[src/rtl/dec_entry_to_bin_pkg.sv]
// Shared types and constants for the decimal-entry front end.
// Holds the FSM state enum and reverse double-dabble constants.
package dec_entry_pkg;

  typedef enum logic [1:0] {
    IDLE,
    CONV,
    DONE
  } state_e;

  localparam logic [3:0] DIGIT_MAX  = 4'd9;
  localparam logic [3:0] SUB_THRESH = 4'd8;
  localparam logic [3:0] SUB_VAL    = 4'd3;

endpackage

[src/rtl/dec_entry_to_bin_if.sv]
// Keypad-side bus of dec_entry_to_bin: digit/enter/clear in,
// status and binary result out. del_in exists with DEC_ENTRY_BACKSPACE_EN.
interface dec_entry_to_bin_if #(
  parameter int N_DIGITS = 4,
  parameter int N_OUT    = 14
);
  localparam int CW = $clog2(N_DIGITS + 1);

`ifdef DEC_ENTRY_BACKSPACE_EN
  logic             del_in;
`endif
  logic [3:0]       digit_in;
  logic             digit_valid;
  logic             enter;
  logic             clear;
  logic             ready;
  logic [CW-1:0]    digit_cnt;
  logic             full;
  logic             err;
  logic [N_OUT-1:0] bin_out;
  logic             bin_valid;

  modport master (
`ifdef DEC_ENTRY_BACKSPACE_EN
    output del_in,
`endif
    output digit_in, digit_valid, enter, clear,
    input  ready, digit_cnt, full, err,
    input  bin_out, bin_valid
  );

  modport slave (
`ifdef DEC_ENTRY_BACKSPACE_EN
    input  del_in,
`endif
    input  digit_in, digit_valid, enter, clear,
    output ready, digit_cnt, full, err,
    output bin_out, bin_valid
  );

endinterface

[src/rtl/dec_entry_to_bin_sub3.sv]
// bcd_sub3_nibble: one reverse double-dabble correction step.
// nib_i (4b) -> nib_o (4b): subtract 3 when nib_i >= 8.
module bcd_sub3_nibble
  import dec_entry_pkg::*;
(
  input  logic [3:0] nib_i,
  output logic [3:0] nib_o
);

  assign nib_o = (nib_i >= SUB_THRESH) ? nib_i - SUB_VAL : nib_i;

endmodule

[src/rtl/dec_entry_to_bin.sv]
// Decimal digit entry into a BCD register, converted to binary on enter
// by iterative reverse double-dabble. Ports: clk, rst_n, bus (slave).
// Macro DEC_ENTRY_BACKSPACE_EN adds a del_in backspace.
module dec_entry_to_bin
  import dec_entry_pkg::*;
#(
  parameter int N_DIGITS = 4,
  parameter int N_OUT    = 14
) (
  input logic               clk,
  input logic               rst_n,
  dec_entry_to_bin_if.slave bus
);

  localparam int BW = 4 * N_DIGITS;
  localparam int CW = $clog2(N_DIGITS + 1);
  localparam int IW = $clog2(N_OUT);

  state_e           state_q, state_d;
  logic [BW-1:0]    bcd_q, bcd_d;
  logic [N_OUT-1:0] bin_q, bin_d;
  logic [N_OUT-1:0] bin_out_q, bin_out_d;
  logic [CW-1:0]    cnt_q, cnt_d;
  logic [IW-1:0]    iter_q, iter_d;
  logic             err_q, err_d;

  logic             full;
  logic [BW-1:0]    bcd_sh, bcd_adj;
  logic [N_OUT-1:0] bin_sh;

  assign full = (cnt_q == CW'(N_DIGITS));

  // The BCD entry register doubles as the conversion register:
  // bcd LSB falls into bin MSB each iteration.
  assign {bcd_sh, bin_sh} = {bcd_q, bin_q} >> 1;

  for (genvar g = 0; g < N_DIGITS; g++) begin : g_nib
    bcd_sub3_nibble u_sub3 (
      .nib_i (bcd_sh[4*g +: 4]),
      .nib_o (bcd_adj[4*g +: 4])
    );
  end

  always_comb begin
    state_d   = state_q;
    bcd_d     = bcd_q;
    bin_d     = bin_q;
    bin_out_d = bin_out_q;
    cnt_d     = cnt_q;
    iter_d    = iter_q;
    err_d     = 1'b0;
    unique case (state_q)
      IDLE: begin
        if (bus.clear) begin
          bcd_d = '0;
          cnt_d = '0;
        end else if (bus.enter) begin
          bin_d   = '0;
          iter_d  = '0;
          state_d = CONV;
`ifdef DEC_ENTRY_BACKSPACE_EN
        end else if (bus.del_in) begin
          if (cnt_q != '0) begin
            bcd_d = bcd_q >> 4;
            cnt_d = cnt_q - 1'b1;
          end
`endif
        end else if (bus.digit_valid) begin
          if (bus.digit_in > DIGIT_MAX || full) begin
            err_d = 1'b1;
          end else begin
            bcd_d = {bcd_q[BW-5:0], bus.digit_in};
            cnt_d = cnt_q + 1'b1;
          end
        end
      end
      CONV: begin
        bcd_d  = bcd_adj;
        bin_d  = bin_sh;
        iter_d = iter_q + 1'b1;
        if (iter_q == IW'(N_OUT - 1)) begin
          // Publish the result as we enter DONE so it
          // lines up with bin_valid.
          bin_out_d = bin_sh;
          state_d   = DONE;
        end
      end
      DONE: begin
        bcd_d   = '0;
        cnt_d   = '0;
        state_d = IDLE;
      end
      default: state_d = IDLE;
    endcase
  end

  always_ff @(posedge clk or negedge rst_n) begin
    if (!rst_n) begin
      state_q   <= IDLE;
      bcd_q     <= '0;
      bin_q     <= '0;
      bin_out_q <= '0;
      cnt_q     <= '0;
      iter_q    <= '0;
      err_q     <= 1'b0;
    end else begin
      state_q   <= state_d;
      bcd_q     <= bcd_d;
      bin_q     <= bin_d;
      bin_out_q <= bin_out_d;
      cnt_q     <= cnt_d;
      iter_q    <= iter_d;
      err_q     <= err_d;
    end
  end

  assign bus.ready     = (state_q == IDLE);
  assign bus.digit_cnt = cnt_q;
  assign bus.full      = full;
  assign bus.err       = err_q;
  assign bus.bin_out   = bin_out_q;
  assign bus.bin_valid = (state_q == DONE);

endmodule

[src/flat_wrapper.sv]
// flat-port wrapper written by rule: the top's interface ports become plain ports
module dec_entry_to_bin_flat import dec_entry_pkg::*;
#(
  parameter int N_DIGITS = 4,
  parameter int N_OUT    = 14
)
  (clk, rst_n, bus_digit_in, bus_digit_valid, bus_enter, bus_clear, bus_ready, bus_digit_cnt, bus_full, bus_err, bus_bin_out, bus_bin_valid);
  dec_entry_to_bin_if #(.N_DIGITS(N_DIGITS), .N_OUT(N_OUT)) bus_i ();
  input logic clk;
  input logic rst_n;
  input wire logic [$bits(bus_i.digit_in)-1:0] bus_digit_in;
  input wire logic [$bits(bus_i.digit_valid)-1:0] bus_digit_valid;
  input wire logic [$bits(bus_i.enter)-1:0] bus_enter;
  input wire logic [$bits(bus_i.clear)-1:0] bus_clear;
  output wire logic [$bits(bus_i.ready)-1:0] bus_ready;
  output wire logic [$bits(bus_i.digit_cnt)-1:0] bus_digit_cnt;
  output wire logic [$bits(bus_i.full)-1:0] bus_full;
  output wire logic [$bits(bus_i.err)-1:0] bus_err;
  output wire logic [$bits(bus_i.bin_out)-1:0] bus_bin_out;
  output wire logic [$bits(bus_i.bin_valid)-1:0] bus_bin_valid;
  assign bus_i.digit_in = bus_digit_in;
  assign bus_i.digit_valid = bus_digit_valid;
  assign bus_i.enter = bus_enter;
  assign bus_i.clear = bus_clear;
  assign bus_ready = bus_i.ready;
  assign bus_digit_cnt = bus_i.digit_cnt;
  assign bus_full = bus_i.full;
  assign bus_err = bus_i.err;
  assign bus_bin_out = bus_i.bin_out;
  assign bus_bin_valid = bus_i.bin_valid;
  dec_entry_to_bin #(.N_DIGITS(N_DIGITS), .N_OUT(N_OUT)) u_core (.clk(clk), .rst_n(rst_n), .bus(bus_i));
endmodule
[config.mk]
export PLATFORM = sky130hd
export DESIGN_NAME = dec_entry_to_bin_flat
export DESIGN_NICKNAME = d
export VERILOG_FILES = /design/src/rtl/dec_entry_to_bin_pkg.sv /design/src/rtl/dec_entry_to_bin_if.sv /design/src/rtl/dec_entry_to_bin_sub3.sv /design/src/rtl/dec_entry_to_bin.sv /design/src/flat_wrapper.sv
export SDC_FILE = /design/constraint.sdc
export NUM_CORES = 1
export LEC_CHECK = 0
export CORE_UTILIZATION = 39
export CTS_BUF_LIST = sky130_fd_sc_hd__clkbuf_8
export DETAILED_ROUTE_END_ITERATION = 6
export PLACE_DENSITY = 0.55
export SYNTH_ARGS = -nofsm -noshare
export SYNTH_HDL_FRONTEND = slang
export SYNTH_HIERARCHICAL = 1
export SYNTH_SLANG_ARGS = --single-unit
[constraint.sdc]
create_clock -name clk -period 2.9 [get_ports clk]
set_input_delay 0.58 -clock clk [delete_from_list [all_inputs] [get_ports clk]]
set_output_delay 0.58 -clock clk [all_outputs]
set_load 0.01 [all_outputs]
* After elaboration in Yosys (flattened, before gate mapping)
Index checks and enable logic that the tools add are counted.
W data, S select, Z words.
** Storage, ports and cells
- Bits in registers :: 54
- Logic and storage cells :: 67
** Cells by class
- Add/sub/neg operators :: 6
- $lt $le $gt $ge :: 5
- Eq/ne operators :: 10
- Multiplexer cells :: 29
- Reductions and logical operators :: 10
** Operators with widths (number)
- $mux W16 :: 4
- $pmux W16 S3 :: 1
- $mux W14 :: 2
- $pmux W14 S2 :: 1
- $mux W4 :: 6
- $ge A4 B4 Y1 const B :: 3
- $mux W3 :: 4
- $sub A4 B2 Y4 const B :: 3
- $ne A3 B3 Y1 const B :: 3
- $pmux W4 S2 :: 1
- $reduce_and A4 Y1 :: 2
- $mux W2 :: 3
- $pmux W3 S2 :: 1
- $reduce_and A3 Y1 :: 2
- $mux W1 :: 5
- $add A4 B1 Y4 const B :: 1
- $eq A4 B4 Y1 const B :: 1
- $ge A3 B4 Y1 const B :: 1
- $gt A4 B4 Y1 const B :: 1
- $ne A2 B2 Y1 const B :: 2
- $pmux W2 S2 :: 1
- $reduce_bool A2 Y1 :: 2
- $sub A3 B2 Y4 const B :: 1
- $add A3 B1 Y3 const B :: 1
- other kinds (8) :: 8

* Longest topological paths before layout
- Word-level depth :: 7
- Gate-level depth with buffers :: 8

* Hierarchy
The synthesis kept the hierarchy.
** Modules (own cells, without submodules)
- dec_entry_to_bin :: times used 1, cells an instance 204, area each 2477.4 um^2, seq. area each 1326.3 um^2
- bcd_sub3_nibble :: times used 4, cells an instance 11, area each 76.3 um^2, seq. area each 0.0 um^2

* Least setup slack after synthesis
Ideal clock, no wire load.
- Kind :: register -> register
- Start point :: register u_core.state_q[0]
- End point :: register u_core.bcd_q[10]
- Data arrival time :: 1.567 ns
- Required time :: 2.774 ns
- Slack :: 1.207 ns
- Cell stages (with the launch flop) :: 9
- Period minus slack after synthesis :: 1.693 ns
- Cells stage by stage :: dfrtp_1 -> inv_1 -> ha_1 -> nand2b_2 -> a31oi_4 -> or2_1 -> buf_6 -> buf_12 -> o21ai_2
** On the way
- Cells in the longest elaborated chain, start to end :: 3
** RTL lines
- from (decl) :: RTL line dec_entry_to_bin.sv:19 : state_e state_q, state_d;
- from (signal assigned) :: RTL line dec_entry_to_bin.sv:107 : state_q <= state_d;
- $logic_not A2 Y1 *
- via bus_ready :: RTL line flat_wrapper.sv:15 : output wire logic [$bits(bus_i.ready)-1:0] bus_ready;
- $ne A3 B3 Y1 (no line) or $reduce_bool A3 Y1 (tied branches)
- $reduce_and A4 Y1 (no line)
- to (signal assigned) :: RTL line dec_entry_to_bin.sv:100 : bcd_q <= '0;
- to (signal assigned) :: RTL line dec_entry_to_bin.sv:108 : bcd_q <= bcd_d;
- to (decl) :: RTL line dec_entry_to_bin.sv:20 : logic [BW-1:0] bcd_q, bcd_d;
Mark *: on every way through the listed nets, which the timed path passes. The rest lies on a longest branch.
A chain may end at the register's enable or synchronous reset.

* Final worst setup path
- Start point :: register u_core.cnt_q[0], in the netlist u_core/bus.digit_cnt[0]
- End point :: output port bus_full
** On the way
- Cells in the longest elaborated chain, start to end :: 1
** RTL lines
- from (decl) :: RTL line dec_entry_to_bin.sv:23 : logic [CW-1:0] cnt_q, cnt_d;
- from (signal assigned) :: RTL line dec_entry_to_bin.sv:111 : cnt_q <= cnt_d;
- $eq A3 B3 Y1 :: RTL line dec_entry_to_bin.sv:31 : assign full = (cnt_q == CW'(N_DIGITS));
- to (decl) :: RTL line flat_wrapper.sv:17 : output wire logic [$bits(bus_i.full)-1:0] bus_full;
No other way between the ends.

==> impl_metrics.toml <==
[timing]
rsz0062_at_grt = "false"
setup_tns_ns = 0
slew_headroom = 0.288
finalCritPeriodShare = 0.806
finalHoldViolations = 0
fin_crit_ns = 2.34
setup_violations = 0
worst_slew_pin_slew_ns = 1.06
finClkSkew_ns = 0.00778
drv_slew = 0
fmax_ghz = 0.428

[setup_path]
r2r-start = "u_core/state_q[0]"
r2r_slack_ns = 0.80
cp_max_fo = 5
critical_path_required_ns = 2.32
crit_arrival_ns = 1.76
rr_endpoint = "u_core/bcd_q[0]"
critical_path_class = "register to output port"
worstSetupEndpointType = "output port"
critPathLaunchType = "register"
worstRegToRegCells = 5

[die]
die_h_um = 86.5
row_count = 30
die_w_um = 86.5
coreArea_mm2 = 0.00683
start_util = 0.407
die_area_mm2 = 0.00748
num_io_pins = 30

[synthesis]
seq_area_frac_synth = 0.477
synth_cells = 248
syn_area_mm2 = 0.00278
syn_area_per_cell_um2 = 11.2
ys.flop_type = "dfrtp_1"
async_flop_share = 1.00
synth_edf_count = 0
yosysUniqueCellTypes = 42
synth_seq_cells = 53
yosysWarnings = 6

[global_route]
grt_max_degree = 54
grt_pass1_wl_mm = 9.52
grt_usage = 0.165
grt_pass1_vias = 1827
antenna_found_initial = 0
grt.overflow.total = 0

[route]
ant_nets = 0
via_per_inst = 5.11
wirelength_mm = 5.41
dr.first_iter.drc_count = 99
via_count = 1938
wl_per_cell_um = 14.3
drc = 0
dr.pass1.iters = 4

[cts]
cts-resized-gates = 0
cts_hold_buf = 0
clk_latency_ns = 0.32
cts_made_buffers = 5
path_clk_slew_ns = 0.10
post-cts-setup-buffers = 0
cts_tree = "yes"
htree_levels = 2
cts.path.max_buffers = 2
cts_root_buf = "clkbuf_8"
cts.sinks = 53

[finish]
final_common_cell = "dfrtp_1"
layout_common_cells = "dfrtp_1 (53), o21ai_0 (29), clkdlybuf4s50_1 (28), ha_1 (17), mux2_2 (16)"
multiInputGateArea_mm2 = 0.00133
drive_gt1_frac = 0.166
utilization = 0.476
num_antenna_cells = 0
final_nets = 308
fillers = 656
areaGrowthSynthToFinish_pct = 16.8
fin_cells = 379
ff_latch_area_mm2 = 0.00133

[worst_hold_path]
hp-class = "primary input to asynchronous set/reset pin"

[placed_design]
globalplace.congestion = 0.783
place_inst = 371
io_buffers = 29
dp_hpwl_mm = 3.57

[status]
status = "completed"

[flow_run]
maxCapViolCount = 0

[power]
ir_drop_mv = 0.277
cellPowerDensity_mw_per_mm2 = 764
leakage_nw = 1.45
[where the power goes]
group / leakage (nW) / internal (mW) / switching (mW) / total [mW]
Sequential: 0.725 / 0.930 / 0.221 / 1.15
Clock: 0.0447 / 0.175 / 0.268 / 0.443
Combinational: 0.684 / 0.403 / 0.489 / 0.892
[worst max-delay path by stage]
stage | start | cells after the start | to
after global routing | u_core/bus.digit_cnt[0] | 5 | bus_full
after detailed placement | bus_clear | 4 | u_core/bcd_q[9]
after CTS | u_core/bus.digit_cnt[0] | 5 | bus_full
after floorplan | u_core/state_q[0] | 8 | u_core/bcd_q[10]
after global placement | bus_clear | 4 | u_core/bcd_q[6]
final | u_core/bus.digit_cnt[0] | 5 | bus_full
[cells by family (layout without fill, tap and decap cells)]
| kind of cell | after synthesis | in the layout | share of synthesized area |
|---|---|---|---|
| AO/OA/AOI/OAI | 88 | 88 | 0.222 |
| XOR/XNOR | 9 | 9 | 0.0283 |
| adder cells (fa/ha/maj) | 17 | 17 | 0.0764 |
| buffers and inverters | 26 | 57 | 0.0504 |
| flip-flops | 53 | 53 | 0.477 |
| multiplexers | 17 | 17 | 0.0697 |
| other | 1 | 5 | 0.00135 |
| AND/OR/NAND/NOR | 37 | 37 | 0.0751 |
[stage by stage]
stage / total power, mW / worst slack (ns) / instance area (µm²) / hold slack, ns
3_5_place_dp: 2.07 / 0.546 / 3160 / 0.493
2_1_floorplan: 1.81 / 1.21 / 2800 / 0.284
3_3_place_gp: 2.05 / 0.541 / 3160 / 0.487
5_1_grt: 2.69 / 0.393 / 3250 / 0.436
4_1_cts: 2.51 / 0.541 / 3250 / 0.415
6_report: 2.48 / 0.564 / 3250 / 0.365
[cells in the mapped netlist, drive strengths merged (2+ instances only)]
cell / n / area [µm²]
nor2b: 9 / 58.8
o21ai: 42 / 259
a22oi: 15 / 113
nand2: 8 / 32.5
clkbuf: 2 / 7.51
nor2: 3 / 11.3
xor2: 5 / 43.8
a31oi: 3 / 33.8
or2: 2 / 12.5
xnor2: 4 / 35.0
o31ai: 2 / 15.0
dlygate4sd1: 2 / 17.5
o21a: 2 / 15.0
dfrtp: 53 / 1330
ha: 17 / 213
inv: 15 / 56.3
a21oi: 7 / 35.0
mux2: 16 / 180
buf: 7 / 58.8
nand3: 3 / 15.0
nand2b: 6 / 40.0
a22o: 15 / 131
nand4: 2 / 12.5
[sequential cells by signal (all words and copies together) (netlist names)]
| signal | cells |
|---|---|
| u_core/bcd_q | 16 |
| u_core/bus.bin_out | 14 |
| u_core/bin_q | 13 |
| u_core/iter_q | 4 |
| u_core/bus.digit_cnt | 3 |
| u_core/state_q | 2 |
| u_core/bus.err | 1 |
[cell type report]
cell class                      count  share of cell area
Sequential cell                    53               0.408
Inverter                           15              0.0173
Clock buffer                        5              0.0212
Tap cell                           96              0.0370
Timing Repair Buffer               34              0.0993
Clock inverter                      3             0.00770
Multi-Input combinational cell    173               0.410
[critical path: stages, from the launching register on]
cell and delay, ns:
dfrtp_1 0.46, inv_1 0.09, ha_1 0.18, nand2_2 0.11, inv_1 0.07, clkdlybuf4s50_1 0.53
[metal layers]
| layer | up-vias | GRT usage | routed length (µm) |
|---|---|---|---|
| met3 | 7 | 0.0362 | 204 |
| met5 | - | 0 | 0 |
| met4 | 0 | 0.0500 | 75 |
| li1 | 948 | - | - |
| met2 | 44 | 0.258 | 2470 |
| met1 | 939 | 0.230 | 2660 |
No activity file was read; power rests on OpenSTA's default activity.
